File: src/rtl/wfetch_pkg.sv
// Shared types and constants for the weight fetch controller.
// Latency: none (types and constants only).
// Backpressure: not applicable.
package wfetch_pkg;

  localparam int WORD_W = 13;  // INT_BITS + FRC_BITS at default sizing
  localparam int ROWS   = 28;
  localparam int DEPTH  = 32;

  typedef logic [WORD_W-1:0]      weight_t;
  typedef weight_t [ROWS-1:0]     wvec_t;  // lane n sits at bits [n*WORD_W +: WORD_W]

  typedef enum logic [1:0] {
    IDLE,
    FETCH,
    DRAIN,
    DONE
  } state_t;

endpackage

File: src/rtl/wfetch_skid_fifo.sv
// Two-entry skid FIFO holding {vector, index, last} captured from the ROM.
// Latency: a push is visible at the head on the next cycle.
// Backpressure: a push while full is dropped unless a pop happens in the same cycle.
module wfetch_skid_fifo #(
  parameter int W = 8
) (
  input  logic         clk,
  input  logic         rst,
  input  logic         push,
  input  logic         pop,
  input  logic [W-1:0] din,
  output logic [W-1:0] dout,
  output logic         full,
  output logic         empty
);

  logic [W-1:0] mem0, mem1;
  logic         rd_ptr, wr_ptr;
  logic [1:0]   cnt;
  logic         wr_en, rd_en;

  assign full  = (cnt == 2'd2);
  assign empty = (cnt == 2'd0);
  assign dout  = rd_ptr ? mem1 : mem0;
  assign wr_en = push && (!full || pop);
  assign rd_en = pop && !empty;

  // Storage and pointers; storage is cleared too so the head reads zero after reset.
  always_ff @(posedge clk) begin
    if (rst) begin
      mem0   <= '0;
      mem1   <= '0;
      rd_ptr <= 1'b0;
      wr_ptr <= 1'b0;
      cnt    <= 2'd0;
    end else begin
      if (wr_en) begin
        if (wr_ptr) mem1 <= din;
        else        mem0 <= din;
        wr_ptr <= ~wr_ptr;
      end
      if (rd_en) rd_ptr <= ~rd_ptr;
      cnt <= cnt + {1'b0, wr_en} - {1'b0, rd_en};
    end
  end

endmodule

File: src/rtl/weight_fetch_ctrl.sv
// Streams len weight vectors out of a parallel ROM bank (registered read) through a 2-entry skid FIFO.
// Latency: start at cycle 0 -> rom_addr 0 at cycle 1 -> first w_valid at cycle 3, then one vector per cycle.
// Backpressure: w_ready low stalls address issue via occupancy credit; optional WFETCH_SIGNATURE_EN adds sig.
module weight_fetch_ctrl #(
  parameter int INT_BITS = 6,
  parameter int FRC_BITS = 7,
  parameter int ROWS     = 28,
  parameter int DEPTH    = 32
) (
  input  logic                                 clk,
  input  logic                                 rst,
  input  logic                                 start,
  input  logic [$clog2(DEPTH):0]               len,
  output logic                                 busy,
  output logic                                 done,
  output logic [$clog2(DEPTH)-1:0]             rom_addr,
  input  logic [ROWS*(INT_BITS+FRC_BITS)-1:0]  rom_dout,
  output logic                                 w_valid,
  input  logic                                 w_ready,
  output logic [ROWS*(INT_BITS+FRC_BITS)-1:0]  w_data,
  output logic [$clog2(DEPTH)-1:0]             w_index,
  output logic                                 w_last
`ifdef WFETCH_SIGNATURE_EN
  ,
  output logic [INT_BITS+FRC_BITS-1:0]         sig
`endif
);

  import wfetch_pkg::*;

  localparam int WW = INT_BITS + FRC_BITS;
  localparam int VW = ROWS * WW;
  localparam int AW = $clog2(DEPTH);
  localparam int LW = AW + 1;
  localparam int PW = VW + AW + 1;

  state_t         state;
  logic [LW-1:0]  len_q;
  logic [LW-1:0]  len_clamped;
  logic [LW-1:0]  issue_cnt;   // next address to issue
  logic [AW-1:0]  last_addr;   // most recently issued address
  logic           inf_vld;     // an address was issued last cycle; its data is on rom_dout now
  logic [AW-1:0]  inf_idx;
  logic           inf_last;

  logic [PW-1:0]  fifo_head;
  logic           fifo_full, fifo_empty;
  logic [1:0]     occ;
  logic [2:0]     pending;
  logic           pop, issue, issue_last;

  assign len_clamped = (len > LW'(DEPTH)) ? LW'(DEPTH) : len;

  assign w_valid = !fifo_empty;
  assign pop     = w_valid && w_ready;
  assign {w_data, w_index, w_last} = fifo_head;

  // Credit check: words already held or on their way, minus the one leaving now, must leave room.
  assign occ        = fifo_full ? 2'd2 : (fifo_empty ? 2'd0 : 2'd1);
  assign pending    = {1'b0, occ} + {2'b0, inf_vld} - {2'b0, pop};
  assign issue      = (state == FETCH) && (issue_cnt < len_q) && (pending < 3'd2);
  assign issue_last = issue && (issue_cnt == len_q - 1'b1);

  // The ROM registers its address, so the issued address is presented in the issue cycle itself.
  assign rom_addr = issue ? issue_cnt[AW-1:0] : last_addr;

  wfetch_skid_fifo #(.W(PW)) u_fifo (
    .clk   (clk),
    .rst   (rst),
    .push  (inf_vld),
    .pop   (pop),
    .din   ({rom_dout, inf_idx, inf_last}),
    .dout  (fifo_head),
    .full  (fifo_full),
    .empty (fifo_empty)
  );

  // Pass control FSM with registered busy/done, address counter and in-flight tag.
  always_ff @(posedge clk) begin
    if (rst) begin
      state     <= IDLE;
      busy      <= 1'b0;
      done      <= 1'b0;
      len_q     <= '0;
      issue_cnt <= '0;
      last_addr <= '0;
      inf_vld   <= 1'b0;
      inf_idx   <= '0;
      inf_last  <= 1'b0;
    end else begin
      inf_vld  <= issue;
      inf_idx  <= issue_cnt[AW-1:0];
      inf_last <= issue_last;
      if (issue) begin
        last_addr <= issue_cnt[AW-1:0];
        issue_cnt <= issue_cnt + 1'b1;
      end
      case (state)
        IDLE: begin
          if (start) begin
            len_q     <= len_clamped;
            issue_cnt <= '0;
            if (len_clamped == '0) begin
              state <= DONE;
              done  <= 1'b1;
            end else begin
              state <= FETCH;
              busy  <= 1'b1;
            end
          end
        end
        FETCH: begin
          if (issue_last) state <= DRAIN;
        end
        DRAIN: begin
          if (pop && w_last) begin
            state <= DONE;
            busy  <= 1'b0;
            done  <= 1'b1;
          end
        end
        DONE: begin
          state <= IDLE;
          done  <= 1'b0;
        end
        default: begin
          state <= IDLE;
          busy  <= 1'b0;
          done  <= 1'b0;
        end
      endcase
    end
  end

`ifdef WFETCH_SIGNATURE_EN
  logic [WW-1:0] lane_xor;

  // XOR of every lane of the vector currently at the FIFO head.
  always_comb begin
    lane_xor = '0;
    for (int r = 0; r < ROWS; r++) lane_xor = lane_xor ^ w_data[r*WW +: WW];
  end

  // Running signature over popped vectors; restarts with each accepted pass.
  always_ff @(posedge clk) begin
    if (rst)                          sig <= '0;
    else if (state == IDLE && start)  sig <= '0;
    else if (pop)                     sig <= sig ^ lane_xor;
  end
`endif

endmodule

File: config.mk
export PLATFORM = sky130hd
export DESIGN_NAME = weight_fetch_ctrl
export DESIGN_NICKNAME = d
export VERILOG_FILES = /design/src/rtl/wfetch_pkg.sv /design/src/rtl/wfetch_skid_fifo.sv /design/src/rtl/weight_fetch_ctrl.sv
export SDC_FILE = /design/constraint.sdc
export NUM_CORES = 2
export LEC_CHECK = 0
export ABC_CLOCK_PERIOD_IN_PS = 3100
export CAP_MARGIN = 20
export CORE_AREA = 2 2 293 295
export CTS_CLUSTER_DIAMETER = 80
export DETAILED_ROUTE_END_ITERATION = 8
export DIE_AREA = 0 0 295 297
export MAX_ROUTING_LAYER = met4
export PLACE_DENSITY = 0.6
export SYNTH_ARGS = -nofsm -noshare
export SYNTH_HDL_FRONTEND = slang
export SYNTH_SLANG_ARGS = --single-unit
File: constraint.sdc
create_clock -name clk -period 3.1 [get_ports clk]
set_input_delay 0.93 -clock clk [delete_from_list [all_inputs] [get_ports clk]]
set_output_delay 0.93 -clock clk [all_outputs]
set_load 0.02 [all_outputs]
==> results.txt <==
- Placer Congestion: 0.838
- The endpoint identified for the worst register-to-register timing path is state[0].
* Clock sink total: 772
- Clk_lat worst skew: 0.63 ns
- Crit-path max FO: 6
- The synthesized design contains 772 register bits.
- For this design the total switching power over the nets is 7.31 mW.
- Sequential area share after synthesis: 49.7%
* Number of global-route vias before repair: 27100
* Count of cells along the worst register-to-register path: 10
* Overflow left after global routing: 0
- Pin slew with the least headroom to its limit: 0.611 ns
- Entering global routing, the biggest net connects 125 pins.
- Clock-pin slew was measured on the worst setup and hold paths at 0.06 ns.
- For this run, the number of standard cells in the final layout without fillers is 5757.
- Register-to-Register Setup Slack: 0.81 ns
- TritonCTS created 86 clock buffers.
- Total Nets Final: 4909
* Synth warn: 0
* Beginning of the worst hold path: u_fifo.mem1[354]
- Leakage: 16.2 nW
- Headroom to the max-slew limit: 59.2%
* Terminating pin of the worst hold path: u_fifo.mem1[354]
* Worst endpoint data arrival time: 2.37 ns
- DRC: 0
* Via count: 28100
* Largest buffer count on any clock path: 3
* Clock share of power: 38.1%
- In the routed layout, each cell is associated on average with a via count of 4.88.
- Hold path depth: 2
* Worst min-delay path class: register to register
- In this run the remaining antenna-violating nets after routing total 0.
- Critical register-to-register path startpoint: len_q[5]
- CTS Root Buffer Type: sky130_fd_sc_hd__clkbuf_16
* Switching Share: 27.7%
- Signed area change from the synthesized netlist to the final layout: 39.3%
* Instance area after placement: 40400 um2
* Ratio of total power to cell area: 608 nW/um2
* Port Buf Inserts: 751
- Seq pwr share: 39.7%
- The floorplan step set the die height to 297 um.
- CTS H-tree depth: 3
- The critical path in this run is classified as register to primary output.
- The final reports fail on setup timing.
* Crit path launch type: register
- Overall track demand over capacity in global routing: 23.5%
- In this run, the number of DRC markers left after iteration 0 of detailed routing was 1380.
- Antenna violations before repair: 26
- Wire length of the first global-routing pass: 159000 um
* Number of enable-type register cells in the synthesized netlist: 0
* Worst IR drop on VDD: 0.413 mV
- At the placement stage, the worst setup path has a slack of -0.749 ns.
- Number of failing hold endpoints at the final stage: 0
- Counting every net in the synthesized netlist gives 4192.
- From left edge to right edge, the die measures 295 um.
- The post-route netlist has 21.7% of its cells at a drive strength greater than 1.
* Type of destination of the critical path: primary output
* Number of instances in the synthesized netlist: 3804
* Tmin final: 3.30 ns
- Logic pwr share: 22.2%
* Cell area after layout: 43300 um2
* Setup WS post-layout: -0.197 ns
* Placed Cells: 5520
* Number of slew-limit violations in the final report: 0
- Result of the run: complete, but fails checks
* Number of detailed-routing iterations run before antenna repair: 5
* Final period utilization: 106%
- TritonCTS built the clock tree.
* End-of-flow core utilization: 51.3%
* Count of distinct cell types in the synthesized netlist: 44
* Die Footprint: 87600 um2
* CP Data Required Time: 2.17 ns
- Max-capacitance violation count: 0
- Each instance of the synthesized netlist takes up on average 8.18 um2.
- The internal portion of the total power is 19.0 mW.
- In the synthesized netlist the async set-or-reset flop fraction comes to 0%.
- The clock arrives with 0.0281 ns of skew.
* Achievable clock frequency: 303 MHz
- Setup violations remaining at the end of the flow were counted as 7.
* Standard-cell row count: 107
- Detailed-placement wirelength estimate: 69400 um
- In this run the cell area of the synthesized design comes to 31100 um2.
- Once the floorplan was initialized, standard cells occupied 36.8% of the core.
* Average wire per standard cell: 18.3 um
* Routed WL: 105000 um
- Unrepaired setup endpoints after global routing: true
- IO Pins: 752
- Synth Flop Type: sky130_fd_sc_hd__dfxtp_1
* Hold-fix buffer count after cts: 0
- The total area inside the core boundary comes to 84500 um2.
==> logic make-up after synthesis <==
| logic type | share of synthesized area [%] |
|---|---|
| simple gates | 19.0 |
| flops | 49.7 |
| compound gates | 12.4 |
| mux | 13.7 |
| buf+inv | 4.15 |
| xor+xnor | 0.499 |
| fa+ha+maj | 0.563 |
==> cell type report <==
class                      count  area, um2
antenna                       28       70.1
clock buffer                 134       2540
clock inverter                18        221
fill                        8157      41100
inverter                      18       67.6
multi-input combinational   2722      14600
sequential                   772      15500
tap                         1144       1430
timing repair buffer         921       8940
==> worst max-delay path by stage <==
stage / to / cells past startpoint / slack, ns / startpoint
CTS: rom_addr[1] / 7 / -0.22 / len_q[3]
detailed placement: rom_addr[4] / 6 / -0.75 / w_ready
global placement: rom_addr[0] / 6 / -0.75 / w_ready
floorplan: rom_addr[1] / 4 / 0.26 / w_ready
finish: rom_addr[1] / 7 / -0.20 / len_q[3]
global route: rom_addr[1] / 7 / -0.29 / len_q[3]
==> cells in the final DEF, fill, tap and decap left out, types with 4 or more instances in the layout <==
master,instances
sky130_fd_sc_hd__mux2_4,44
sky130_fd_sc_hd__inv_1,13
sky130_fd_sc_hd__clkinv_2,8
sky130_fd_sc_hd__mux2_2,331
sky130_fd_sc_hd__clkbuf_8,21
sky130_fd_sc_hd__clkbuf_2,107
sky130_fd_sc_hd__buf_16,14
sky130_fd_sc_hd__nor2b_1,11
sky130_fd_sc_hd__nor2_1,17
sky130_fd_sc_hd__xor2_1,7
sky130_fd_sc_hd__buf_8,4
sky130_fd_sc_hd__buf_6,55
sky130_fd_sc_hd__diode_2,28
sky130_fd_sc_hd__clkdlybuf4s15_2,17
sky130_fd_sc_hd__dfxtp_2,4
sky130_fd_sc_hd__buf_12,63
sky130_fd_sc_hd__clkdlybuf4s15_1,39
sky130_fd_sc_hd__buf_2,118
sky130_fd_sc_hd__ha_1,12
sky130_fd_sc_hd__inv_2,4
sky130_fd_sc_hd__nand2_1,1490
sky130_fd_sc_hd__nor3b_1,7
sky130_fd_sc_hd__nand4_1,4
sky130_fd_sc_hd__xnor2_1,8
sky130_fd_sc_hd__clkbuf_1,27
sky130_fd_sc_hd__dlygate4sd2_1,36
sky130_fd_sc_hd__clkbuf_16,94
sky130_fd_sc_hd__a21oi_1,749
sky130_fd_sc_hd__clkdlybuf4s50_1,374
sky130_fd_sc_hd__dfxtp_1,767
sky130_fd_sc_hd__buf_4,86
==> sequential cells by signal (all words and copies together) (netlist names), 2 cells and up <==
name         flops
inf_idx          5
issue_cnt        6
last_addr        5
len_q            6
state            2
u_fifo.cnt       2
u_fifo.mem0    370
u_fifo.mem1    370
==> stage by stage <==
stage	power (mW)	hold slack, ns	setup TNS (ns)
finish	26.4	0.449	-0.946
global route	27.4	0.463	-3.10
CTS	26.3	0.451	-8.00
detailed placement	15.7	0.443	-3.34
global placement	15.6	0.438	-3.40
floorplan	13.4	0.432	0
==> what timing repair did <==
item	in CTS	in global routing
endpoints found under the setup margin	375	223
pin swaps	2	3
cloned	10	8
resized for setup	980	506
buffers inserted	28	18
==> routing by layer <==
layer / track usage, % / share of wire (%) / vias to the layer above / routed length, um
met5: - / 0 / - / 0
met4: 7.92 / 3.1 / 0 / 3270
met3: 6.34 / 7.4 / 162 / 7830
met2: 38.7 / 48 / 735 / 51000
met1: 27.5 / 41 / 13300 / 43200
li1: - / - / 13900 / -
==> power by group through the flow <==
| stage | Clock [mW] | Sequential [mW] | Combinational (mW) |
|---|---|---|---|
| 5_1_grt | 10.7 | 10.5 | 6.21 |
| 6_report | 10.0 | 10.5 | 5.86 |
| 3_3_place_gp | 0 | 10.7 | 4.98 |
| 2_1_floorplan | 0 | 10.6 | 2.72 |
| 4_1_cts | 10.3 | 10.5 | 5.54 |
| 3_5_place_dp | 0 | 10.7 | 4.98 |
==> cells in the mapped netlist (8+ instances only) <==
cell / instances / area, um2
sky130_fd_sc_hd__buf_1: 25 / 93.8
sky130_fd_sc_hd__nor2_1: 17 / 63.8
sky130_fd_sc_hd__a21oi_1: 751 / 3760
sky130_fd_sc_hd__xnor2_1: 8 / 70.1
sky130_fd_sc_hd__buf_2: 92 / 460
sky130_fd_sc_hd__nor2b_1: 11 / 68.8
sky130_fd_sc_hd__inv_1: 14 / 52.6
sky130_fd_sc_hd__ha_1: 14 / 175
sky130_fd_sc_hd__dfxtp_1: 772 / 15500
sky130_fd_sc_hd__nand2_1: 1492 / 5600
sky130_fd_sc_hd__mux2_2: 369 / 4160
sky130_fd_sc_hd__clkbuf_1: 173 / 649
==> critical path, stage by stage (launching register included) <==
cell and delay (ns):
sky130_fd_sc_hd__dfxtp_2 0.33, sky130_fd_sc_hd__inv_2 0.05, sky130_fd_sc_hd__ha_4 0.22, sky130_fd_sc_hd__a21oi_2 0.14
sky130_fd_sc_hd__o22a_1 0.15, sky130_fd_sc_hd__o2111a_2 0.36, sky130_fd_sc_hd__mux2_4 0.34, sky130_fd_sc_hd__buf_6 0.14
Power figures use the tool's default switching activity.
